[src/rtl/fft_channel_scheduler.sv]
// Round-robin arbiter that lends a single FFT engine to N_CHANNELS frame requesters,
// one transform in flight, returning each result to the channel that submitted it.
module fft_channel_scheduler #(
  parameter int BIT_WIDTH  = 32,
  parameter int N_SAMPLES  = 8,
  parameter int N_CHANNELS = 4,
  parameter int LAT_WIDTH  = 16,
  localparam int CW = (N_CHANNELS > 1) ? $clog2(N_CHANNELS) : 1
) (
  input  logic                                              clk,
  input  logic                                              reset,
  input  logic [N_CHANNELS-1:0][N_SAMPLES-1:0][BIT_WIDTH-1:0] req_msg,
  input  logic [N_CHANNELS-1:0]                             req_val,
  output logic [N_CHANNELS-1:0]                             req_rdy,
  output logic [N_SAMPLES-1:0][BIT_WIDTH-1:0]               resp_msg,
  output logic [N_CHANNELS-1:0]                             resp_val,
  input  logic [N_CHANNELS-1:0]                             resp_rdy,
  output logic [N_SAMPLES-1:0][BIT_WIDTH-1:0]               fft_send_msg,
  output logic                                              fft_send_val,
  input  logic                                              fft_send_rdy,
  input  logic [N_SAMPLES-1:0][BIT_WIDTH-1:0]               fft_recv_msg,
  input  logic                                              fft_recv_val,
  output logic                                              fft_recv_rdy,
  output logic [CW-1:0]                                     grant_id,
  output logic                                              busy,
  output logic [LAT_WIDTH-1:0]                              last_latency
);

  // state     | meaning
  // S_IDLE    | pick next requester round-robin from ptr
  // S_ISSUE   | offer latched frame to the FFT engine
  // S_WAIT    | count cycles until the FFT result arrives
  // S_DELIVER | hold result for the granted channel
  typedef enum logic [1:0] {S_IDLE, S_ISSUE, S_WAIT, S_DELIVER} state_t;

  state_t                             state, state_next;
  logic [CW-1:0]                      ptr, ptr_next, winner;
  logic                               found;
  int                                 idx;
  logic [N_SAMPLES-1:0][BIT_WIDTH-1:0] frame_reg, result_reg;
  logic [LAT_WIDTH-1:0]               lat_cnt, lat_inc;

  always_comb begin
    found  = 1'b0;
    winner = '0;
    idx    = 0;
    for (int i = 0; i < N_CHANNELS; i++) begin
      idx = int'(ptr) + i;
      if (idx >= N_CHANNELS) idx = idx - N_CHANNELS;
      if (!found && req_val[idx]) begin
        found  = 1'b1;
        winner = CW'(idx);
      end
    end
  end

  assign lat_inc  = (lat_cnt == '1) ? lat_cnt : lat_cnt + 1'b1;
  assign ptr_next = (int'(grant_id) == N_CHANNELS - 1) ? '0 : grant_id + 1'b1;

  assign fft_send_msg = frame_reg;
  assign resp_msg     = result_reg;
  assign busy         = (state != S_IDLE);

  always_ff @(posedge clk or negedge reset) begin
    if (!reset) state <= S_IDLE;
    else        state <= state_next;
  end

  // req_rdy is gated by reset so that a live req_val cannot look accepted while held in reset
  always_comb begin
    state_next   = state;
    req_rdy      = '0;
    resp_val     = '0;
    fft_send_val = 1'b0;
    fft_recv_rdy = 1'b0;
    case (state)
      S_IDLE: begin
        if (found && reset) begin
          req_rdy[winner] = 1'b1;
          state_next      = S_ISSUE;
        end
      end
      S_ISSUE: begin
        fft_send_val = 1'b1;
        if (fft_send_rdy) state_next = S_WAIT;
      end
      S_WAIT: begin
        fft_recv_rdy = 1'b1;
        if (fft_recv_val) state_next = S_DELIVER;
      end
      S_DELIVER: begin
        resp_val[grant_id] = 1'b1;
        if (resp_rdy[grant_id]) state_next = S_IDLE;
      end
      default: state_next = S_IDLE;
    endcase
  end

  always_ff @(posedge clk or negedge reset) begin
    if (!reset) begin
      ptr          <= '0;
      grant_id     <= '0;
      last_latency <= '0;
      lat_cnt      <= '0;
      frame_reg    <= '0;
      result_reg   <= '0;
    end else begin
      case (state)
        S_IDLE: begin
          if (found) begin
            frame_reg <= req_msg[winner];
            grant_id  <= winner;
          end
        end
        S_ISSUE: begin
          if (fft_send_rdy) lat_cnt <= '0;
        end
        S_WAIT: begin
          lat_cnt <= lat_inc;
          if (fft_recv_val) begin
            result_reg   <= fft_recv_msg;
            last_latency <= lat_inc;
          end
        end
        S_DELIVER: begin
          if (resp_rdy[grant_id]) ptr <= ptr_next;
        end
        default: ;
      endcase
    end
  end

endmodule

[config.mk]
export PLATFORM = sky130hd
export DESIGN_NAME = fft_channel_scheduler
export DESIGN_NICKNAME = d
export VERILOG_FILES = /design/src/rtl/fft_channel_scheduler.sv
export SDC_FILE = /design/constraint.sdc
export NUM_CORES = 1
export LEC_CHECK = 0
export BUFFER_PORTS_ARGS = -buffer_cell sky130_fd_sc_hd__buf_2
export CORE_AREA = 2 2 707 709
export DETAILED_ROUTE_END_ITERATION = 6
export DIE_AREA = 0 0 709 711
export SYNTH_ARGS = -nofsm -noshare
export SYNTH_HDL_FRONTEND = slang
export SYNTH_SLANG_ARGS = --single-unit
[constraint.sdc]
create_clock -name clk -period 2.8 [get_ports clk]
set_input_delay 0.7 -clock clk [delete_from_list [all_inputs] [get_ports clk]]
set_output_delay 0.7 -clock clk [all_outputs]
set_load 0.1 [all_outputs]
=== Yosys cells after proc, flatten, opt, wreduce, memory -nomap -nowiden ===
Index checks and enable logic that the tools add are counted.

* Equal/unequal tests: 9
* Multiplexer cells: 46
* Magnitude comparators: 12
* Add/subtract/negate cells: 9
* Reduce and logical (&&, ||, !) cells: 17

{| class="wikitable"
|+ Operators by type and width
! cell !! count
|-
| $bmux 256 s2 || 1
|-
| $mux 256 || 1
|-
| $lt 32x4->1 const B || 4
|-
| $mux 32 || 4
|-
| $mux 16 || 2
|-
| $pmux 16 s2 || 1
|-
| $mux 2 || 9
|-
| $mux 1 || 17
|-
| $add 16x1->16 const B || 1
|-
| $eq 16x16->1 const B || 1
|-
| $mux 4 || 3
|-
| $sub 3x3->4 const B || 3
|-
| $bmux 1 s2 || 5
|-
| $ge 3x3->1 const B || 3
|-
| $ne 2x2->1 const B || 4
|-
| $pmux 2 s4 || 1
|-
| $reduce_and 2->1 || 4
|-
| $add 2x2->3 const B || 2
|-
| $logic_and 1x1->1 || 6
|-
| $lt 2x3->1 const B || 2
|-
| $demux 1 s2 || 2
|-
| $eq 2x1->1 const B || 2
|-
| $eq 2x2->1 const B || 2
|-
| $ge 2x1->1 const B || 2
|-
| 8 further kinds || 11
|}

* Output and inout bits: 541
* Logic and storage cells: 114
* Register bits after elaboration: 550
* Input bits: 1292

=== Logic depth before layout (Yosys ltp) ===
Gate-level depths: netlist (run 1).

* Depth after elaboration: 21
* Gate-level depth with buffers: 9
* Depth with buffers taken out: 6

=== Least setup slack after synthesis (run 1) ===
No wires, ideal clock.

* Path type: input-to-output
* Start point: input req_val[0]
* End point: output req_rdy[2]
* Path buffers: 4
* Slack: -1.035 ns
* Arrival: 3.135 ns
* Cell stages on the path: 8
* Data required time: 2.100 ns
* Path through: buf_2 -> or2_1 -> buf_2 -> a21oi_2 -> buf_2 -> clkbuf_1 -> nor2_1 -> nor2_1

* Longest elaborated chain between the ends: 19
* Elaborated cells between the ends (all ways): 34
* Classes of those cells: order compare: 2; mux: 24; reduce/logical: 8

{| class="wikitable"
|+ RTL lines
! element !! RTL line !! source
|-
| start: declaration || 13 || <nowiki>input logic [N_CHANNELS-1:0] req_val,</nowiki>
|-
| $bmux 1 s2 || 50 || <nowiki>if (!found && req_val[idx]) begin</nowiki>
|-
| $mux 1 (implied by the code) (2 in a row) || 50 ||
|-
| $mux 1 || 50 ||
|-
| $logic_not 1->1 || 50 ||
|-
| $logic_and 1x1->1 || 50 ||
|-
| $mux 1 || 50 ||
|-
| $logic_not 1->1 || 50 ||
|-
| $logic_and 1x1->1 || 50 ||
|-
| (+2 left out) || - ||
|-
| $logic_and 1x1->1 || 50 ||
|-
| $mux 2 || 50 ||
|-
| $lt 2x3->1 (implied by the code) or $ge 2x1->1 (tied branches) || 79 || <nowiki>req_rdy[winner] = 1'b1;</nowiki>
|-
| $logic_and 1x1->1 (implied by the code) || 79 ||
|-
| $mux 1 (implied by the code) || 79 ||
|-
| $demux 1 s2 || 79 ||
|-
| $mux 4 (*) || 78 || <nowiki>if (found && reset) begin</nowiki>
|-
| $mux 4 (*) || 76 || <nowiki>case (state)</nowiki>
|-
| end: declaration || 14 || <nowiki>output logic [N_CHANNELS-1:0] req_rdy,</nowiki>
|}

Every way passes the cells marked *; elsewhere a longest branch is shown, timed or not. The select of a mux whose other input is x is not followed.

=== Worst setup path after layout (run 1) ===
* Start point: register ptr[1]
* End point: output req_rdy[1]

* Longest elaborated chain between the ends: 21
* Elaborated cells between the ends (all ways): 49
* Classes of those cells: add/sub: 7; order compare: 6; mux: 28; reduce/logical: 8

{| class="wikitable"
|+ RTL lines
! element !! RTL line !! source
|-
| start: declaration || 37 || <nowiki>logic [CW-1:0] ptr, ptr_next, winner;</nowiki>
|-
| start signal: assignment || 126 || <nowiki>if (resp_rdy[grant_id]) ptr <= ptr_next;</nowiki>
|-
| branches (longest 19 deep; another with $sub 3x3->4) || - ||
|-
| $mux 4 (*) || 78 ||
|-
| $mux 4 (*) || 76 ||
|}

Mark *: on every way between the ends. The select of a mux whose other input is x is not followed.

==> run metrics, run 1 <==
Multi-input gate area 11900 um^2; post-route clock period utilization 1.12; worst reg2reg path endpoint fft_send_msg[9]; count of vias placed by the detailed router 39100; proportion of netlist area held by the largest area contributor 0.515; I/O Buffers 1832; Initial Util 0.0539; share of total power in the clock network 0.134; weighted congestion reported at the end of routability-driven placement 1.05; fraction of final layout cells sized beyond drive strength 1 0.440; worst path setup slack after routing -0.334 ns; gate count after technology mapping 3135; proportion of synthesized chip area in sequential cells 0.515; standard cell area after detailed placement 45700 um^2; Power Total 83.4 mW; Yosys cell types 57; leading register cell type out of synthesis dfrtp_1; first-pass detailed-route iteration total 7; proportion of register bits with asynchronous set or reset after synthesis 1.00; CP Max Fanout 5; Critical R2R Launch ptr[1]; worst clock skew 0.0849 ns; antenna violations before repair 511; Final Slew Violations 0; placeable core region 496000 um^2; final instance area 49800 um^2; post-route ant nets 0; Max Fclk 0.319 GHz; DRC violation total after the first TritonRoute iteration 4387; count of flip-flops with a built-in enable after synthesis 0; violations in the final reports design-rule violations, negative setup slack; adder and majority gate portion of the synthesized area 0.00421; setup repair after global routing missed its margin yes; most frequent cell after synthesis nand2_1; mean area per synthesized cell 8.53 um^2; die span in y 711 um; mux contribution to synthesized area 0.00323; maximum number of pins on one net before global-route repair 118; area delta synth->final 86.4%; flop-to-flop setup slack -0.05 ns; Clk Latency, worst-skew pair 0.84 ns; static leakage power 21.3 nW; path type of the worst min-delay path input pin to flip-flop; dominant combinational cell family by area after synthesis compound AO/OA/AOI/OAI gates; cell area after technology mapping 26700 um^2; clk sink count 550; standard-cell rows 259; final layout net count 6328; HPWL after detailed placement 409000 um; TNS Setup -1.07 ns; number of vias per cell 3.27; crit path launch ptr[1]; average wire length per cell after detail routing 38.2 um; tightest hold margin 0.0936 ns; number of top-level design ports 1833; worst-case headroom to the max-slew limit 0.272; part of the power in registers 0.170; critical path class flip-flop to output port; clock root buffer master clkbuf_16; path depth of the worst reg2reg path 10; total wire length after detailed routing 458000 um; TritonCTS clock tree yes; total of warnings raised by yosys 0; clock input transition at the sequential cells of the worst setup and hold paths 0.06 ns; global-route usage over all layers 0.174; Arr. time, crit path 2.43 ns; via count of the first global-routing pass 35500; end point of the critical path req_rdy[1]; Die Area 504000 um^2; fraction of synthesized cell area in xor and xnor cells 0.000655; Compound-Gate Fraction of Synth Area 0.263; dominant cells by area after synthesis dfrtp_1, nand2_1, a32oi_1; peak ir drop on the vdd network 0.00116 V; Internal Power 27.4 mW; Setup violations, final 5; net load switching power 56.0 mW; wire length of the first global-routing pass 537000 um; top cells by instance count after synthesis nand2_1, dfrtp_1, o21ai_0, nor2_1; Overflow after GRT 0; Remaining DRCs 1; area used by sequential logic in the layout 13800 um^2; most area-hungry cell type in the Yosys netlist dfrtp_1; H-tree depth 3; sort of element at the start of the critical path flip-flop; register bit count reported by yosys 550; measured slew at the worst slew-check pin 1.09 ns; combinational fraction of design power 0.697; utilization after layout 0.100; Fillers 58000; TritonCTS Buffers 84; Post-Synth Simple-Gate Area 0.165; final worst path period need 3.13 ns; Synthesized Nets 4436; reported max-cap violation count 0; type of destination of the critical path output port; result of the run complete, but fails checks; Req. time, crit path 2.10 ns; Horiz. Die Dim 709 um; Sw Share 0.671; final hold viol count 0; Max clock buf depth 4; Power per Cell Area 1670 nW/um^2
==> routing by layer <==
metal	global-route usage	vias to the layer above	share of wire
met5	0.0000952	-	0.0044
met1	0.182	19100	0.34
met2	0.286	3177	0.46
met4	0.0611	268	0.045
met3	0.104	1182	0.15
li1	-	15400	-
==> per-stage QoR <==
stage,worst slack [ns],instances
6_report,-0.334,12000
5_1_grt,-0.428,11800
4_1_cts,-0.465,11700
3_5_place_dp,-0.245,11500
3_3_place_gp,-0.263,11500
2_1_floorplan,-0.0681,3135
==> worst max-delay path: stages, from the launching register on <==
cell	delay, ns
dfrtp_2	0.42
buf_12	0.14
a21o_1	0.19
a221oi_4	0.27
buf_12	0.17
and3_4	0.20
buf_12	0.17
==> worst min-delay path by stage <==
stage / cells after the start / slack, ns / endpoint / startpoint
after floorplan: 0 / 0.40 / fft_send_msg[0] / reset
after global placement: 2 / 0.45 / resp_msg[14] / resp_msg[14]
after detailed placement: 2 / 0.46 / resp_msg[84] / resp_msg[84]
after CTS: 3 / 0.0001 / resp_msg[175] / fft_recv_msg[175]
after global routing: 3 / 0.04 / resp_msg[175] / fft_recv_msg[175]
final: 3 / 0.09 / resp_msg[175] / fft_recv_msg[175]
==> registers in the layout, indices dropped and copies added, names as in the netlist <==
signal / count
fft_send_msg: 256
resp_msg: 256
last_latency: 16
lat_cnt: 16
grant_id: 2
ptr: 2
state: 2
==> layout by cell type, fill, tap and decap left out, types with 4 or more instances in the layout <==
master / Yosys / routed
nor3_1: 6 / 6
o21ai_1: 1 / 5
a31oi_1: 267 / 267
clkbuf_8: 0 / 16
nand2b_1: 5 / 5
nand4_1: 6 / 6
dfrtp_1: 550 / 545
or4_1: 7 / 7
a32oi_1: 256 / 253
o21ai_0: 279 / 274
and2_4: 0 / 5
and4_1: 4 / 4
dlygate4sd3_1: 0 / 43
or3_1: 4 / 4
ha_4: 0 / 4
a21oi_1: 267 / 267
buf_6: 2 / 4
nand2_1: 797 / 794
clkinv_2: 0 / 8
clkbuf_1: 229 / 13
bufinv_16: 0 / 4
nand3_1: 12 / 12
nor2_1: 272 / 269
diode_2: 0 / 232
dfrtp_2: 0 / 5
and3_1: 7 / 5
ha_1: 9 / 4
buf_12: 0 / 78
inv_1: 16 / 13
clkbuf_16: 0 / 85
clkinvlp_4: 0 / 8
buf_2: 59 / 1779
buf_4: 4 / 202
o31ai_1: 10 / 10
==> power by group through the flow <==
stage,Clock [mW],Combinational (mW),Sequential [mW]
2_1_floorplan,0,9.88,40.2
3_3_place_gp,0,58.3,14.2
3_5_place_dp,0,58.2,14.3
4_1_cts,11.5,59.0,14.2
5_1_grt,11.7,60.4,14.6
6_report,11.1,58.1,14.2
==> logic make-up (layout without fill, tap and decap cells) <==
kind of cell    after synthesis  count (layout)
simple gates               1134            1134
compound gates             1114            1114
flops                       550             550
buf+inv                     319            2267
fa+ha+maj                     9               9
mux                           7               7
xor+xnor                      2               2
other cells                   0             232
==> cell type report <==
| cell class | count | share of cell area |
|---|---|---|
| multi-input cells | 2266 | 0.238 |
| clock buffers | 114 | 0.0481 |
| inverters | 16 | 0.00121 |
| diodes | 232 | 0.0116 |
| repair buffers | 2109 | 0.251 |
| well taps | 6655 | 0.167 |
| clock inverters | 28 | 0.00640 |
| flip-flops and latches | 550 | 0.276 |
==> what timing repair did <==
action | in CTS | in global routing
hold buffers | 43 | 0
buffers inserted | 22 | 6
resized for setup | 43 | 14
setup endpoints to repair | 12 | 10
pin swaps | 4 | 4
endpoints found under the hold margin | 85 | 0
No activity file was read; power rests on OpenSTA's default activity.
==> run 2: changes to the inputs <==
- CORE_AREA: 2 2 707 709 -> 2 2 713 715
- DIE_AREA: 0 0 709 711 -> 0 0 715 717
- HOLD_SLACK_MARGIN: default -> 0.15
- clock period: 2.8 -> 3.5 ns (I/O delays scaled with it)
==> run 2 against run 1 <==
The run now ends clean. Clock-buffer cell count is 1 higher. Final cell count rose by 0.67%. Power down 20%. Sequential share of layout area is 0.41 points higher. Routed wire length grew 0.84%. Core utilization down 0.31 points. Non-clock buffer count shrank 88. Hold slack gained 0.15 ns. Combinational power decreased by 22%. Critical endpoint is now req_rdy[0].
==> run metrics, run 2 (synthesis gave the netlist of run 1 again) <==
Arr. time, crit path 2.46 ns; Clk Latency, worst-skew pair 0.86 ns; standard cell area after detailed placement 45000 um^2; first-pass detailed-route iteration total 6; clk sink count 550; utilization after layout 0.0973; HPWL after detailed placement 409000 um; Die Area 513000 um^2; final instance area 49100 um^2; antenna violations before repair 509; sort of element at the start of the critical path flip-flop; fraction of final layout cells sized beyond drive strength 1 0.431; final worst path period need 3.33 ns; Horiz. Die Dim 715 um; peak ir drop on the vdd network 0.000770 V; area delta synth->final 83.7%; TritonCTS clock tree yes; count of placed standard cells in the final layout, fillers left out 12100; DRC violation total after the first TritonRoute iteration 4511; type of destination of the critical path output port; static leakage power 20.9 nW; clock root buffer master clkbuf_16; measured slew at the worst slew-check pin 1.11 ns; worst path setup slack after routing 0.167 ns; Max clock buf depth 4; Internal Power 21.5 mW; Remaining DRCs 0; post-route clock period utilization 0.952; worst clock skew 0.103 ns; critical path class flip-flop to output port; tightest hold margin 0.239 ns; Initial Util 0.0530; Final Slew Violations 0; worst-case headroom to the max-slew limit 0.258; die span in y 717 um; combinational fraction of design power 0.686; standard-cell rows 261; via count of the first global-routing pass 35000; clock input transition at the sequential cells of the worst setup and hold paths 0.06 ns; I/O Buffers 1832; final hold viol count 0; setup repair after global routing missed its margin no; Power per Cell Area 1350 nW/um^2; TritonCTS Buffers 88; number of top-level design ports 1833; post-route ant nets 0; Req. time, crit path 2.62 ns; number of vias per cell 3.22; weighted congestion reported at the end of routability-driven placement 1.12; wire length of the first global-routing pass 537000 um; pre-CTS WS -0.180 ns; result of the run finished clean; net load switching power 45.0 mW; placeable core region 505000 um^2; CP Max Fanout 10; maximum number of pins on one net before global-route repair 123; Placed Instances 11500; commonest cells after routing, fill and taps aside buf_2, nand2_1, dfrtp_1; count of vias placed by the detailed router 38800; Overflow after GRT 0; reported max-cap violation count 0; path type of the worst min-delay path input pin to flip-flop; part of the power in registers 0.170; Max Fclk 0.300 GHz; total wire length after detailed routing 462000 um; share of total power in the clock network 0.144; Sw Share 0.676; Setup violations, final 0; H-tree depth 3; global-route usage over all layers 0.172; most frequent standard cell in the layout excluding fill and tap cells buf_2; final layout net count 6244; average wire length per cell after detail routing 38.3 um
-- run 2: cell types whose count changed in the layout (fill, tap and decap cells not counted), moves of 9 or more --
cell / change
buf_12: -25
dlygate4sd3_1: -16
buf_2: +42
buf_4: -83
clkinv_2: +9
diode_2: +105
-- run 2: worst paths after layout --
| kind | from | slack, ns | cells past startpoint | end |
|---|---|---|---|---|
| max | ptr[1] | 0.17 | 6 | req_rdy[0] |
| min | fft_recv_msg[223] | 0.24 | 3 | resp_msg[223] |
| max reg2reg | ptr[1] | 0.68 | 8 | fft_send_msg[188] |
| min reg2reg | resp_msg[84] | 0.47 | 2 | resp_msg[84] |
| max in group asynchronous | reset | 1.23 | 4 | fft_send_msg[22] |
| min in group asynchronous | reset | 0.62 | 2 | resp_msg[84] |
-- run 2: worst max-delay path, stage by stage, from the launching register on --
cell      delay, ns
dfrtp_2        0.50
buf_4          0.19
o21a_1         0.13
o211ai_4       0.20
buf_12         0.17
and3_2         0.22
buf_12         0.17
-- run 2: metal layers --
| metal | routed length [um] | GRT usage | part of all wire |
|---|---|---|---|
| met5 | 1600 | 0 | 0.0035 |
| met4 | 25000 | 0.0768 | 0.054 |
| met3 | 65500 | 0.103 | 0.14 |
| met2 | 208000 | 0.274 | 0.45 |
| met1 | 161000 | 0.180 | 0.35 |
-- run 2: final cells by class --
type | instances | area, um^2
Multi-Input combinational cell | 2266 | 11800
Inverter | 16 | 60.1
Timing Repair Buffer | 2021 | 11400
Sequential cell | 550 | 13800
Tap cell | 6706 | 8390
Clock inverter | 39 | 460
Antenna cell | 337 | 843
Clock buffer | 115 | 2450
Fill cell | 59200 | 455000
-- run 2: timing repair --
action | 4_1_cts | 5_1_grt
gates resized for setup | 12 | 0
hold buffers | 27 | 0
hold endpoints to repair | 35 | 0
buffers inserted | 5 | 0
setup endpoints to repair | 9 | 0
-- run 2: power by group through the flow --
stage	Combinational [mW]	Sequential (mW)	Clock [mW]
2_1_floorplan	7.84	32.2	0
3_3_place_gp	46.0	11.3	0
3_5_place_dp	46.0	11.4	0
4_1_cts	46.2	11.3	9.90
5_1_grt	47.3	11.7	10.0
6_report	45.6	11.3	9.57
-- run 2: stage by stage --
| stage | total power, mW | setup TNS, ns |
|---|---|---|
| after detailed placement | 57.3 | -0.239 |
| after floorplan | 40.0 | -0.237 |
| after CTS | 67.4 | -0.00738 |
| after global routing | 69.0 | 0 |
| after global placement | 57.3 | -0.612 |
| final | 66.5 | 0 |
